### config.mk
export PLATFORM = sky130hd
export DESIGN_NAME = hls_chn_o_rsci_fifo
export DESIGN_NICKNAME = d
export VERILOG_FILES = /design/src/rtl/hls_chn_pkg.sv /design/src/rtl/hls_chn_o_fifo_mem.sv /design/src/rtl/hls_chn_o_rsci_fifo.sv
export SDC_FILE = /design/constraint.sdc
export NUM_CORES = 1
export LEC_CHECK = 0
export CAP_MARGIN = 20
export CORE_UTILIZATION = 30
export CTS_CLUSTER_DIAMETER = 30
export DETAILED_ROUTE_END_ITERATION = 6
export GPL_ROUTABILITY_DRIVEN = 0
export MAX_ROUTING_LAYER = met4
export SETUP_SLACK_MARGIN = 0.15
export SLEW_MARGIN = 40
export SYNTH_ARGS = -nofsm -noshare
export SYNTH_HDL_FRONTEND = slang
export SYNTH_SLANG_ARGS = --single-unit
### constraint.sdc
create_clock -name nvdla_core_clk -period 5.82 [get_ports nvdla_core_clk]
set_input_delay 1.455 -clock nvdla_core_clk [delete_from_list [all_inputs] [get_ports nvdla_core_clk]]
set_output_delay 1.455 -clock nvdla_core_clk [all_outputs]
set_load 0.01 [all_outputs]
### src/rtl/hls_chn_pkg.sv
// Shared helpers for the HLS channel interfaces: constant log2 and
// pointer-width derivation used when sizing counters and pointers.
package hls_chn_pkg;

    // Ceiling log2 for elaboration-time sizing; clog2(1) = 0.
    function automatic int clog2(input int value);
        int v;
        int r;
        v = value - 1;
        r = 0;
        while (v > 0) begin
            r = r + 1;
            v = v >> 1;
        end
        return r;
    endfunction

    // Pointer width for a DEPTH-entry array; at least one bit so DEPTH=1 still has a port.
    function automatic int ptr_width(input int depth);
        return (depth > 1) ? clog2(depth) : 1;
    endfunction

endpackage

### src/rtl/hls_chn_o_fifo_mem.sv
// Storage array for the output channel FIFO: one synchronous write port and
// an asynchronous read port so the head entry is visible without latency.
module hls_chn_o_fifo_mem
    import hls_chn_pkg::*;
#(
    parameter int WIDTH = 32,
    parameter int DEPTH = 2,
    parameter int PTRW  = ptr_width(DEPTH)
) (
    input  logic             clk,
    input  logic             we,
    input  logic [PTRW-1:0]  wr_ptr,
    input  logic [WIDTH-1:0] d,
    input  logic [PTRW-1:0]  rd_ptr,
    output logic [WIDTH-1:0] q
);

    logic [WIDTH-1:0] mem [DEPTH];

    // Write the entry addressed by wr_ptr; contents are deliberately not reset.
    always_ff @(posedge clk) begin
        if (we) begin
            mem[wr_ptr] <= d;
        end
    end

    assign q = mem[rd_ptr];

endmodule

### src/rtl/hls_chn_o_rsci_fifo.sv
// Output channel interface for the HLS fp32 cores: core results enter through
// the stall-style oswt/wen_comp handshake, are buffered in a DEPTH-entry FIFO
// and leave through the lz/vz valid/ready handshake. Optional zero-latency
// bypass when the FIFO is empty.
//
// Downstream handshake: lz is valid, vz is ready. A word transfers on a cycle
// where lz & vz. Once lz is high it stays high with z unchanged until that
// transfer happens; lz never depends on vz, and wen_comp depends only on
// registered state, so a full FIFO cannot push and pop in the same cycle.
module hls_chn_o_rsci_fifo
    import hls_chn_pkg::*;
#(
    parameter int WIDTH  = 32,
    parameter int DEPTH  = 2,
    parameter int BYPASS = 0,
    parameter int CNTW   = clog2(DEPTH + 1)
) (
    input  logic             nvdla_core_clk,
    input  logic             nvdla_core_rst,
    input  logic             chn_o_rsci_oswt,
    input  logic             core_wen,
    input  logic [WIDTH-1:0] chn_o_rsci_d,
    output logic             chn_o_rsci_wen_comp,
    output logic             chn_o_rsci_bawt,
    output logic [WIDTH-1:0] chn_o_rsc_z,
    output logic             chn_o_rsc_lz,
    input  logic             chn_o_rsc_vz,
    output logic [CNTW-1:0]  chn_o_count
);

    localparam int              PTRW     = ptr_width(DEPTH);
    localparam logic [CNTW-1:0] DEPTH_C  = CNTW'(DEPTH);
    localparam logic [CNTW-1:0] CNT_ONE  = CNTW'(1);
    localparam logic [PTRW-1:0] PTR_LAST = PTRW'(DEPTH - 1);
    localparam logic [PTRW-1:0] PTR_ONE  = PTRW'(1);
    localparam bit              BYP_EN   = (BYPASS != 0);

    logic [CNTW-1:0]  count;
    logic [PTRW-1:0]  rd_ptr;
    logic [PTRW-1:0]  wr_ptr;
    logic             bawt_q;
    logic [WIDTH-1:0] head;

    logic wen_comp;
    logic push;
    logic empty;
    logic bypass_act;
    logic lz;
    logic pop;
    logic store;
    logic pop_mem;

    // Handshake decode: accept, present, and split a push into stored vs bypassed.
    always_comb begin
        wen_comp   = 1'b0;
        push       = 1'b0;
        empty      = 1'b0;
        bypass_act = 1'b0;
        lz         = 1'b0;
        pop        = 1'b0;
        store      = 1'b0;
        pop_mem    = 1'b0;
        if (!nvdla_core_rst) begin
            empty      = (count == '0);
            wen_comp   = (count < DEPTH_C);
            push       = chn_o_rsci_oswt & core_wen & wen_comp;
            bypass_act = BYP_EN & empty & push;
            lz         = !empty | bypass_act;
            pop        = lz & chn_o_rsc_vz;
            // A bypassed word that is taken immediately never touches storage.
            store      = push & !(bypass_act & chn_o_rsc_vz);
            pop_mem    = pop & !empty;
        end
    end

    // Occupancy, pointers and the accepted-write flag.
    always_ff @(posedge nvdla_core_clk) begin
        if (nvdla_core_rst) begin
            count  <= '0;
            rd_ptr <= '0;
            wr_ptr <= '0;
            bawt_q <= 1'b0;
        end else begin
            bawt_q <= push;
            if (store && !pop_mem) begin
                count <= count + CNT_ONE;
            end else if (pop_mem && !store) begin
                count <= count - CNT_ONE;
            end
            if (store) begin
                wr_ptr <= (wr_ptr == PTR_LAST) ? '0 : wr_ptr + PTR_ONE;
            end
            if (pop_mem) begin
                rd_ptr <= (rd_ptr == PTR_LAST) ? '0 : rd_ptr + PTR_ONE;
            end
        end
    end

    hls_chn_o_fifo_mem #(
        .WIDTH (WIDTH),
        .DEPTH (DEPTH),
        .PTRW  (PTRW)
    ) u_mem (
        .clk    (nvdla_core_clk),
        .we     (store),
        .wr_ptr (wr_ptr),
        .d      (chn_o_rsci_d),
        .rd_ptr (rd_ptr),
        .q      (head)
    );

    assign chn_o_rsci_wen_comp = wen_comp;
    assign chn_o_rsci_bawt     = bawt_q;
    assign chn_o_rsc_lz        = lz;
    assign chn_o_count         = count;
    assign chn_o_rsc_z         = !lz    ? '0 :
                                 !empty ? head : chn_o_rsci_d;

endmodule
==> run metrics <==
CP Launch Type=primary input; DP Area=between 0.003 and 0.004 mm2; # resized after CTS=0; Synth area leader=edfxtp_1; Clock Latency Late Sink=about 330 ps; vias per inst=4.09; Post-CTS Setup Bufs=0; CTS root buf=clkbuf_8; post-DP HPWL=approximately 3.2 mm; count leader, synth=edfxtp_1; Worst R2R Start=chn_o_count[1]$_SDFFE_PP0P_; DRT Wirelength=about 4.9 mm; leakage power=roughly 1.2 nW; WL/cell=roughly 13 um; mapped cell area=approximately 0.003 mm2; status=finished clean; maximum clock frequency=between 0.2 and 0.25 GHz; drc violations=0; Core Rows=35; Final Instance Area=between 0.003 and 0.004 mm2; setup tns final=0 ps; port bufs=73; clk buf depth=2; Syn. warnings=0; via count=1536; minimum clock period after layout=a little under 5000 ps; Tcrit/Tclk final=0.853; initial antenna violation count=0; Netlist cell types=21; critical path class=primary input to output port; placed cells=361; Final ANT Viol Nets=0; sequential fraction of the synthesis area=0.693; asr flop ratio synth=0; post-synthesis cell count=~170; Hold Path Depth=2; worst hold margin=511 ps; ANT cells=0; Final Util=0.424; CTS HTree Levels=3; number of synthesized register bits=70; global-route wire length before repair=between 7 and 8 mm; vias in the first global route=around 1700; Worst R2R Path Depth=7; area grow syn2layout=35.0%; CTS tree=built; Worst-Margin Slew=577 ps; RSZ-0062 raised after global routing=no; synth top area cells=edfxtp_1, nor2_4, mux2i_1, dfxtp_1, buf_12; Max Cap Viol=0; I/O pin count=74; PD cells=293 mW/mm2; critical path peak fanout=17; EDFF count, synth=64; R2R Path End=chn_o_count[1]$_SDFFE_PP0P_; r2r setup slk=3700 ps; IR drop worst, VDD=between 150 and 200 uV; syn_nets=205; TritonRoute pass-1 iters=4; die width=101 um; worst rel slew slack=0.615; min-delay worst type=flop to flop; Syn Area/Cell=around 18 um2; Setup Viol. Count Final=0; # clock sinks=70; Synth top area share=0.652; share of cells above drive strength 1=0.206; Commonest cells post-synth=edfxtp_1, mux2i_1, nor2_4, dfxtp_1, nor2_1; Reg clk slew, reported paths=about 70 ps; hold_sp=rd_ptr$_SDFFE_PP0P_; GRT Total Usage=0.110; Die Area=slightly above 0.01 mm2; Starting Density=0.314; post-cts hold buffer count=0; Non-Filler Instances=376; Iteration-0 DRC Markers=27; Post-synth top flop=edfxtp_1; Remaining Overflow, GRT=0; Final Skew=between 5 and 6 ps; Die Height=101 um; CP arrival=between 3000 and 4000 ps; count of final hold-check violations=0; CP endpoint kind=output port; core area=between 0.009 and 0.01 mm2; maximum number of pins on one net before global-route repair=33; critical path data required time=4370 ps; nets@finish=approximately 280; max-slew violations=0; CTS buffer count=9
[kinds of logic after synthesis]
group                    count (synthesis)  synth area share
AO/OA/AOI/OAI                            5           0.00849
XOR/XNOR                                 3           0.00892
adder cells (fa/ha/maj)                  1           0.00425
buffers and inverters                   11            0.0374
flip-flops                              70             0.693
multiplexers                            32             0.109
AND/OR/NAND/NOR                         45             0.139
[area by class of cell]
cell class                 instances  area (um2)
sequential                        70        2050
tap                              129         161
timing repair buffer              75         758
inverter                           1        3.75
multi-input combinational         86         806
fill                             883        5390
clock inverter                     5        75.1
clock buffer                      10         128
[stage by stage]
stage / total power, mW / setup WS (ps)
5_1_grt: 1.22 / 791
6_report: 1.17 / 854
4_1_cts: 1.19 / 845
2_1_floorplan: 0.707 / 617
3_3_place_gp: 0.777 / 895
3_5_place_dp: 0.779 / 845
[critical path, cell delays in order]
cell	delay, ps
clkdlybuf4s50_1	690
or2_4	500
buf_12	290
nor2_4	60
clkdlybuf4s50_1	480
[state kept, by name, summed over array words and instances (netlist names), named ones only]
signal           cells
u_mem.mem           64
chn_o_count          2
wr_ptr               1
chn_o_rsci_bawt      1
rd_ptr               1
[routing by layer]
metal | global-route usage | share of wire | vias up
met4 | 0.0546 | 0.019 | 0
met2 | 0.182 | 0.52 | 50
met1 | 0.119 | 0.42 | 720
met3 | 0.0361 | 0.046 | 10
met5 | - | 0 | -
li1 | - | - | 756
[placed cells by master (no fill, tap or decap), types with 2 or more instances in the layout]
cell type / count
clkbuf_8: 9
nor2_4: 30
dfxtp_1: 5
clkinv_2: 3
mux2i_1: 32
nand2_1: 2
edfxtp_1: 64
a21oi_1: 2
nor2_1: 6
clkdlybuf4s50_1: 73
o21ai_0: 3
or3_1: 2
xor2_1: 3
bufinv_16: 2
[how the worst max path moves through the flow]
stage / start / end / slack (ps) / cells past startpoint
finish: nvdla_core_rst / chn_o_rsc_z[29] / 850 / 5
global route: nvdla_core_rst / chn_o_rsc_z[2] / 790 / 5
CTS: nvdla_core_rst / chn_o_rsc_z[0] / 840 / 5
detailed placement: nvdla_core_rst / chn_o_rsc_z[0] / 850 / 5
global placement: nvdla_core_rst / chn_o_rsc_z[0] / 890 / 5
floorplan: nvdla_core_rst / u_mem.mem[0][0]$_DFFE_PP_ / 620 / 2
[power by group]
part / internal, mW / switching (mW) / total [mW]
clock network: 0.237 / 0.166 / 0.403
registers: 0.565 / 0.0223 / 0.588
logic: 0.0962 / 0.0795 / 0.176
No activity file was read; power rests on OpenSTA's default activity.
